## src/rtl/uart_baud_tx.sv

```systemverilog
// UART transmit stage: serialises one word per valid/ready handshake into a
// start/data/parity/stop frame whose bit boundaries follow rising edges of baud_clk.
//
//   state  | meaning
//   IDLE   | line high, ready for a new word
//   WAIT   | word latched, waiting for the next baud edge to begin the start bit
//   START  | start bit (0) on the line
//   DATA   | data bits on the line, LSB first
//   PARITY | parity bit on the line
//   STOP   | stop bit period(s) on the line
module uart_baud_tx #(
  parameter int DataBits = 8,
  parameter int Parity   = 0,
  parameter int StopBits = 1
) (
  input  logic                clk,
  input  logic                rst,
  input  logic                baud_clk,
  input  logic [DataBits-1:0] in_data,
  input  logic                in_valid,
  output logic                in_ready,
  output logic                txd,
  output logic                busy,
  output logic                done
);

  typedef enum logic [2:0] {IDLE, WAIT, START, DATA, PARITY, STOP} state_t;

  localparam logic [3:0] DATA_BITS_W = 4'(DataBits);
  localparam logic [1:0] STOP_BITS_W = 2'(StopBits);

  state_t              state, state_d;
  logic [DataBits-1:0] shift, shift_d;
  logic [3:0]          bit_cnt, bit_cnt_d;
  logic [1:0]          stop_cnt, stop_cnt_d;
  logic                par_q, par_d;
  logic                txd_q, txd_d;
  logic                done_q, done_d;
  logic                baud_q;
  logic                strobe;

  assign strobe   = baud_clk & ~baud_q;
  assign in_ready = (state == IDLE);
  assign busy     = ~in_ready;
  assign txd      = txd_q;
  assign done     = done_q;

  // baud_q resets high so a baud_clk already high at release is not seen as an edge
  always_ff @(posedge clk or negedge rst) begin
    if (!rst) begin
      state    <= IDLE;
      shift    <= '0;
      bit_cnt  <= '0;
      stop_cnt <= '0;
      par_q    <= 1'b0;
      txd_q    <= 1'b1;
      done_q   <= 1'b0;
      baud_q   <= 1'b1;
    end else begin
      state    <= state_d;
      shift    <= shift_d;
      bit_cnt  <= bit_cnt_d;
      stop_cnt <= stop_cnt_d;
      par_q    <= par_d;
      txd_q    <= txd_d;
      done_q   <= done_d;
      baud_q   <= baud_clk;
    end
  end

  always_comb begin
    state_d    = state;
    shift_d    = shift;
    bit_cnt_d  = bit_cnt;
    stop_cnt_d = stop_cnt;
    par_d      = par_q;
    txd_d      = txd_q;
    done_d     = 1'b0;
    case (state)
      IDLE: begin
        // a strobe landing in the accept cycle is deliberately not acted on
        if (in_valid) begin
          shift_d    = in_data;
          par_d      = (Parity == 2) ? ~(^in_data) : ^in_data;
          bit_cnt_d  = '0;
          stop_cnt_d = '0;
          state_d    = WAIT;
        end
      end
      WAIT: begin
        if (strobe) begin
          txd_d   = 1'b0;
          state_d = START;
        end
      end
      START: begin
        if (strobe) begin
          txd_d     = shift[0];
          shift_d   = shift >> 1;
          bit_cnt_d = 4'd1;
          state_d   = DATA;
        end
      end
      DATA: begin
        if (strobe) begin
          if (bit_cnt < DATA_BITS_W) begin
            txd_d     = shift[0];
            shift_d   = shift >> 1;
            bit_cnt_d = bit_cnt + 4'd1;
          end else if (Parity != 0) begin
            txd_d   = par_q;
            state_d = PARITY;
          end else begin
            txd_d      = 1'b1;
            stop_cnt_d = 2'd1;
            state_d    = STOP;
          end
        end
      end
      PARITY: begin
        if (strobe) begin
          txd_d      = 1'b1;
          stop_cnt_d = 2'd1;
          state_d    = STOP;
        end
      end
      STOP: begin
        if (strobe) begin
          if (stop_cnt < STOP_BITS_W) begin
            stop_cnt_d = stop_cnt + 2'd1;
          end else begin
            done_d  = 1'b1;
            state_d = IDLE;
          end
        end
      end
      default: state_d = IDLE;
    endcase
  end

endmodule

```

## config.mk

```make
export PLATFORM = sky130hd
export DESIGN_NAME = uart_baud_tx
export DESIGN_NICKNAME = d
export VERILOG_FILES = /design/src/rtl/uart_baud_tx.sv
export SDC_FILE = /design/constraint.sdc
export NUM_CORES = 1
export LEC_CHECK = 0
export CAP_MARGIN = 30
export CORE_AREA = 3 3 53 55
export DETAILED_ROUTE_END_ITERATION = 7
export DIE_AREA = 0 0 56 58
export PLACE_DENSITY = 0.72
export SYNTH_ARGS = -nofsm -noshare
export SYNTH_HDL_FRONTEND = slang
export SYNTH_SLANG_ARGS = --single-unit
```

## constraint.sdc

```tcl
create_clock -name clk -period 1.5 [get_ports clk]
set_input_delay 0.15 -clock clk [delete_from_list [all_inputs] [get_ports clk]]
set_output_delay 0.15 -clock clk [all_outputs]
set_load 0.05 [all_outputs]
```

======== Word-level counts from Yosys, hierarchy flattened ========
Index checks and enable logic that the tools add are counted.
W data, S select, Z words.
storage, ports and cells
  ROM bits ................................ 0
  bits in writable memories ............... 0
  output and inout port bits .............. 4
  latch bits .............................. 0
  memories kept ........................... 0
  register bits ........................... 20
operators by class
  $add $sub $neg .......................... 2
  shift operators ......................... 0
  multiply operators ...................... 0
  magnitude comparators ................... 2
  reductions and logical operators ........ 8
  muxes and demuxes ....................... 35
  equality and inequality tests ........... 15
  divide/modulo/power cells ............... 0
  bitwise gates (word level) .............. 3
operators by type and width
  cell                   count
  $mux W8                4
  $mux W3                8
  $pmux W8 S3            1
  $ne A2 B2 Y1 const B   10
  $pmux W3 S6            1
  $mux W4                4
  $mux W2                6
  $pmux W4 S3            1
  $reduce_and A5 Y1      2
  $mux W1                8
  $pmux W2 S4            1
  $reduce_and A8 Y1      1
  $reduce_bool A4 Y1     2
  $reduce_and A7 Y1      1
  $eq A3 B2 Y1 const B   2
  $eq A3 B3 Y1 const B   2
  $add A4 B1 Y4 const B  1
  $lt A4 B4 Y1 const B   1
  $pmux W1 S4            1
  $eq A3 B1 Y1 const B   1
  $logic_not A3 Y1       1
  $reduce_bool A3 Y1     1
  $add A2 B1 Y2 const B  1
  $lt A2 B1 Y1 const B   1
  other kinds (2)        3

======== Depth between registers and ports, before layout ========
Gate-level depths: netlist of run 1.
  depth in word-level cells ............... 4
  depth in mapped cells ................... 6

======== Worst setup path before layout of run 1 ========
No wires, ideal clock.
  kind .................................... register to output
  start point ............................. register state[0]
  end point ............................... output in_ready
  arrival ................................. 1.503 ns
  path slack .............................. -0.153 ns
  stages on the path, launching flop included .. 5
  path through ............................ dfrtp_1 > clkbuf_1 > nor2_1 > nand2_1 > inv_1
on the way
  longest elaborated chain between the ends .. 1
RTL lines
  element                 RTL line  source
  from (decl)             32        state_t state, state_d;
  from (signal assigned)  60        state <= state_d;
  $logic_not A3 Y1        43        assign in_ready = (state == IDLE);
  to (decl)               21        output logic in_ready,
No other way between the ends.

======== Worst setup path in the final report of run 1 ========
  start point ............................. register state[1]
  end point ............................... register shift[5]
on the way
  longest elaborated chain between the ends .. 3
  elaborated cells on any way between the ends .. 10
  classes of those cells .................. eq/ne (6); mux (1); reduce/logical (3)
RTL lines
  element                                                              RTL line  source
  $eq A3 B2 Y1 / $logic_not A3 Y1 (equally long branches)              79        case (state)
  $ne A2 B2 Y1 (no line) / $reduce_bool A3 Y1 (equally long branches)  --
  $reduce_and A5 Y1 (no line)                                          --
  to (signal assigned)                                                 61        shift <= shift_d;
  to (decl)                                                            33        logic [DataBits-1:0] shift, shift_d;
Several ways; a longest one is shown, not always the timed one.
A chain may end at the register's enable or synchronous reset.

==> results.cfg, run 1 <==
[run_status]
status = finished, violations left
violations = negative setup slack

[min_path]
hold_path_class = input port to async pin

[place]
dpl_worst_slack_ps = -338
hpwl_um = 1750
io_buffers = 15
gp_congestion = 0.789

[clocking]
root_buffer = clkbuf_4
clock_latency_ps = 310
ctsHoldBuffers = 0
cts_tree = built
cts_max_level = 1
clock_path_buffers = 2
numClockSinks = 20
numCtsBuffers = 3
path_clk_slew_ps = 120

[global_routing]
grt_max_degree = 21
grt_overflow = 0
grt_pass1_vias = 995
antenna_found_initial = 0
grt_usage_pct = 17.5
grt_pass1_wl_um = 4460

[yosys]
synth_compound_area_share_pct = 16.9
ys_seq_elements = 20
synth_area_leaders = dfrtp_1, mux2_2, dfstp_2
synth_top_family_by_area = compound AO/OA/AOI/OAI gates
synth_simple_gate_area_share_pct = 16.6
synth-xor-area-share_pct = 0
syn-cell-area_mm2 = 0.00110
synthAdderAreaFrac_pct = 2.27
synth-warning-count = 0
synth_top_area_share_pct = 40.8
synth.largest_area_cell = dfrtp_1
syn_avg_cell_area_um2 = 10.6
synth_nets = 118
synth.distinct_cells = 31
synthMuxAreaShare_pct = 15.2
yosysSeqAreaShare_pct = 45.6
syn_inst = 104

[floorplan]
initial_core_util_pct = 45.4
rows = 18
die_area_mm2 = 0.00325
die_x_um = 56
core_mm2 = 0.00243
fp.dieH_um = 58
top_level_ports = 16

[power]
power_density_mw_per_mm2 = 1650
finalPower_uw = 2620
power.static_leakage_uw = 0.000699
max-vdd-ir-drop_mv = 1.10

[timing]
slew_headroom_pct = 83.1
finalWorstSetupSlack_ps = -121
worst_pin_slew_ps = 254
fmax_mhz = 617
finalSetupViolCount = 14
rsz0062_at_grt = yes
slew_violations = 0
hold_violations = 0
period_share_pct = 108
period_minus_slack_ps = 1620
finalClockSkew_ps = 12.4

[final_layout]
seq_area_um2 = 505
area_growth_pct = 43.4
drive_above_1_share_pct = 42.0
antenna_cells = 0
nNetsFinal = 158
fill_cells = 198
layout_common_cells = buf_4, dfrtp_1, mux2_2
final_common_cell = buf_4
final_util_pct = 65.1
multiInputGateArea_um2 = 611

[drt]
drc = 0
ant_nets = 0
wl_um = 2490
vias_per_cell = 5.40
routedWlPerCell_um = 14.4
drt_first_iter_violations = 17
first_pass_iters = 4
vias = 935

[setup_path]
cp_max_fo = 6
critPathLaunchType = flop
crit_arrival_ps = 1820
cp-end-kind = flop
required_ps = 1690
reg2reg_from = state[1]$_DFFE_PN0P_
crit_path_start = state[1]$_DFFE_PN0P_
path_class = flop to flop

[run]
maxCapViolCount = 0
cell type report:
cell class	instances	share of cell area, %
inverter	4	1.19
clock inverter	1	1.90
clock buffer	3	1.42
tap	30	2.37
sequential	20	31.9
timing repair buffer	39	22.6
multi-input combinational	76	38.6
path summary, 6_finish.rpt:
kind,end,slack (ps),cells after the start
setup / recovery,shift[5]$_DFFE_PN0P_,-120,4
hold / removal,state[2]$_DFFE_PN0P_,160,2
setup reg to reg,shift[5]$_DFFE_PN0P_,-120,4
hold reg to reg,shift[7]$_DFFE_PN0P_,510,1
max in group asynchronous,txd$_DFFE_PN1P_,1070,2
min in group clk,baud_q$_DFF_PN1_,360,1
worst max-delay path: stages (launching register included):
cell,delay [ps]
dfrtp_2,470
or3b_4,400
a21oi_4,220
o21ai_4,120
mux2_2,290
kinds of logic (layout without fill, tap and decap cells):
kind of cell | Yosys count | after routing
multiplexers | 15 | 15
buffers and inverters | 9 | 47
AO/OA/AOI/OAI | 25 | 26
AND/OR/NAND/NOR | 33 | 33
flip-flops | 20 | 20
adder cells (fa/ha/maj) | 2 | 2
cells in the mapped netlist:
cell and instances:
buf_2 1, mux2_2 14, a21oi_1 6, dfstp_2 2, nor4_1 2, or3b_4 1, a41oi_1 1, and3_1 2
ha_1 2, a32o_1 3, o21ai_4 1, o21ai_0 7, a21o_1 1, nor3_1 2, mux2i_1 1, nand2_1 10
nand2b_1 2, o32ai_1 1, and3b_1 1, dfrtp_1 18, o221ai_1 1, a21boi_0 1, a221oi_1 2, a21oi_4 1
inv_1 4, nor2_1 4, and4b_1 1, nor2b_1 6, clkbuf_1 3, nand3b_1 2, buf_4 1
through the flow:
step / setup TNS, ps / hold WS, ps / instances / area [µm²]
2_1_floorplan: -457 / -146 / 104 / 1110
3_3_place_gp: -3500 / 469 / 162 / 1440
3_5_place_dp: -3960 / 474 / 162 / 1440
4_1_cts: -1420 / 171 / 172 / 1580
5_1_grt: -2200 / 194 / 173 / 1580
6_report: -1210 / 163 / 173 / 1580
registers in the layout (all words and copies together) (netlist names):
signal and flops:
baud_q 1, stop_cnt 2, bit_cnt 4, txd 1, state 3, done 1, shift 8
what timing repair did:
action	4_1_cts	5_1_grt
setup buffers	5	1
gates resized for setup	10	0
pin swaps	3	1
hold endpoints to repair	0	0
setup endpoints to repair	16	16
cloned	1	0
power by group:
part           leakage [µW]  switching [µW]  internal (µW)
registers          0.000245             144            737
logic              0.000427             592            701
clock network     0.0000279             172            270
total              0.000699             908           1710
layer usage:
| layer | vias to the layer above | part of all wire, % | global-route usage [%] |
|---|---|---|---|
| met5 | - | 0 | 0 |
| met4 | 0 | 2.0 | 8.14 |
| met3 | 7 | 4.2 | 2.45 |
| met2 | 22 | 51 | 31.9 |
| met1 | 445 | 43 | 20.4 |
| li1 | 461 | - | - |
No activity file was read; power rests on OpenSTA's default activity.
==> run 2: changes to the inputs <==
--- a/config.mk
+++ b/config.mk
@@ -10,6 +10,7 @@
 export DETAILED_ROUTE_END_ITERATION = 7
 export DIE_AREA = 0 0 56 58
 export PLACE_DENSITY = 0.72
+export RECOVER_POWER = 25
 export SYNTH_ARGS = -nofsm -noshare
 export SYNTH_HDL_FRONTEND = slang
 export SYNTH_SLANG_ARGS = --single-unit
==> run 2 against run 1 <==
  * The run still ends with negative setup slack left
  * Maximum frequency is essentially flat
  * Wire length grew 0.32%
  * Core utilization shrank 0.15 points
  * Count of clock-buffer cells in the layout is the same
  * Clock skew is essentially flat
  * Sequential power is essentially flat
  * Via count grew 0.11%
  * Die area is the same
  * Worst setup slack is essentially flat
  * Non-clock buffer count is the same
  * Global-route usage is the same
  * Critical endpoint unchanged
==> results.cfg, run 2 (synthesis results as in run 1) <==
[run_status]
status = finished, violations left
violations = negative setup slack

[floorplan]
top_level_ports = 16
fp.dieH_um = 58
die_area_mm2 = 0.00325
rows = 18
initial_core_util_pct = 45.4
die_x_um = 56
core_mm2 = 0.00243

[setup_path]
critPathLaunchType = flop
cp-end-kind = flop
crit_arrival_ps = 1820
cp_max_fo = 6
required_ps = 1690
slowest_stage = dfrtp_2
path_class = flop to flop
crit_chain = or3b_4 -> a21oi_4 -> o21ai_4 -> mux2_2
critPathMaxStageDelay_ps = 470

[timing]
slew_headroom_pct = 30.4
whs_ps = 362
finalClockSkew_ps = 12.4
period_share_pct = 108
rsz0062_at_grt = yes
period_minus_slack_ps = 1620
fmax_mhz = 617
hold_violations = 0
worst_pin_slew_ps = 1040
slew_violations = 0
finalWorstSetupSlack_ps = -121
finalSetupViolCount = 14

[drt]
drc = 0
drt_first_iter_violations = 13
ant_nets = 0
vias_per_cell = 5.41
first_pass_iters = 4
wl_um = 2500
vias = 936
routedWlPerCell_um = 14.5

[power]
max-vdd-ir-drop_mv = 1.10
power.static_leakage_uw = 0.000696
power_density_mw_per_mm2 = 1660

[final_layout]
final_util_pct = 64.9
reg_top3 = shift x8, bit_cnt x4, state x3
area_growth_pct = 43.1
drive_above_1_share_pct = 41.3
top_register = shift
nNetsFinal = 158
largest_register_ffs = 8
antenna_cells = 0
final_common_cell = buf_4
layout_common_cells = buf_4, dfrtp_1, mux2_2

[clocking]
cts_tree = built
clock_path_buffers = 2
path_clk_slew_ps = 120
root_buffer = clkbuf_4
numCtsBuffers = 3
ctsHoldBuffers = 0
numClockSinks = 20
cts_max_level = 1
clock_latency_ps = 310

[global_routing]
grt_overflow = 0
grt_pass1_vias = 995
use_met2_pct = 31.9
grt_pass1_wl_um = 4460
grt_max_degree = 21
grt.busiest_layer = met2
grtUsageMet1_pct = 20.4
grtUsageMet3_pct = 2.45
antenna_found_initial = 0
grt_usage_pct = 17.5

[place]
gp_congestion = 0.789
dpl_worst_slack_ps = -338
io_buffers = 15
hpwl_um = 1750

[run]
maxCapViolCount = 0

[min_path]
hold_path_class = input port to flop
run 2: final cells by class:
cell class / count / area [µm²]
clock buffers: 3 / 22.5
clock inverters: 1 / 30.0
fillers: 200 / 853
inverters: 4 / 18.8
multi-input cells: 76 / 611
flip-flops and latches: 20 / 505
well taps: 30 / 37.5
repair buffers: 39 / 354
run 2: timing repair:
item,4_1_cts,5_1_grt
buffers inserted,5,1
gates cloned,1,0
endpoints found under the setup margin,16,16
pin swaps,3,1
resized for setup,10,0
run 2: routing by layer:
metal	share of wire, %	up-vias
li1	-	460
met4	2.0	0
met2	51	22
met5	0	-
met3	4.2	7
met1	43	447
run 2: worst paths after layout:
| kind | start | to | slack (ps) | cells after the start |
|---|---|---|---|---|
| max reg2reg | state[1]$_DFFE_PN0P_ | shift[5]$_DFFE_PN0P_ | -120 | 4 |
| min reg2reg | shift[7]$_DFFE_PN0P_ | shift[7]$_DFFE_PN0P_ | 510 | 1 |
| min in group asynchronous | rst | state[2]$_DFFE_PN0P_ | 530 | 2 |
| max | state[1]$_DFFE_PN0P_ | shift[5]$_DFFE_PN0P_ | -120 | 4 |
| max in group asynchronous | rst | state[1]$_DFFE_PN0P_ | 280 | 2 |
| min | baud_clk | baud_q$_DFF_PN1_ | 360 | 1 |
run 2: power breakdown:
part	switching (µW)	total, µW	leakage, µW	internal (µW)
registers	146	883	0.000245	737
logic	592	1290	0.000423	699
clock network	172	442	0.0000279	270
run 2: critical path: cells and delay by family, from the launching register on:
family	cells	cell delay, ps
AOI/OAI and AO/OA	2	340
DFF	1	470
muxes	1	290
and+or+nand+nor	1	400
run 2: per-stage QoR:
step           total power (µW)  cell area (µm²)  instances  setup TNS [ps]
2_1_floorplan              1590             1110        104            -457
3_5_place_dp               2070             1440        162           -3960
5_1_grt                    2810             1580        173           -2200
4_1_cts                    2620             1580        172           -1420
6_report                   2620             1580        173           -1200
3_3_place_gp               2020             1440        162           -3500
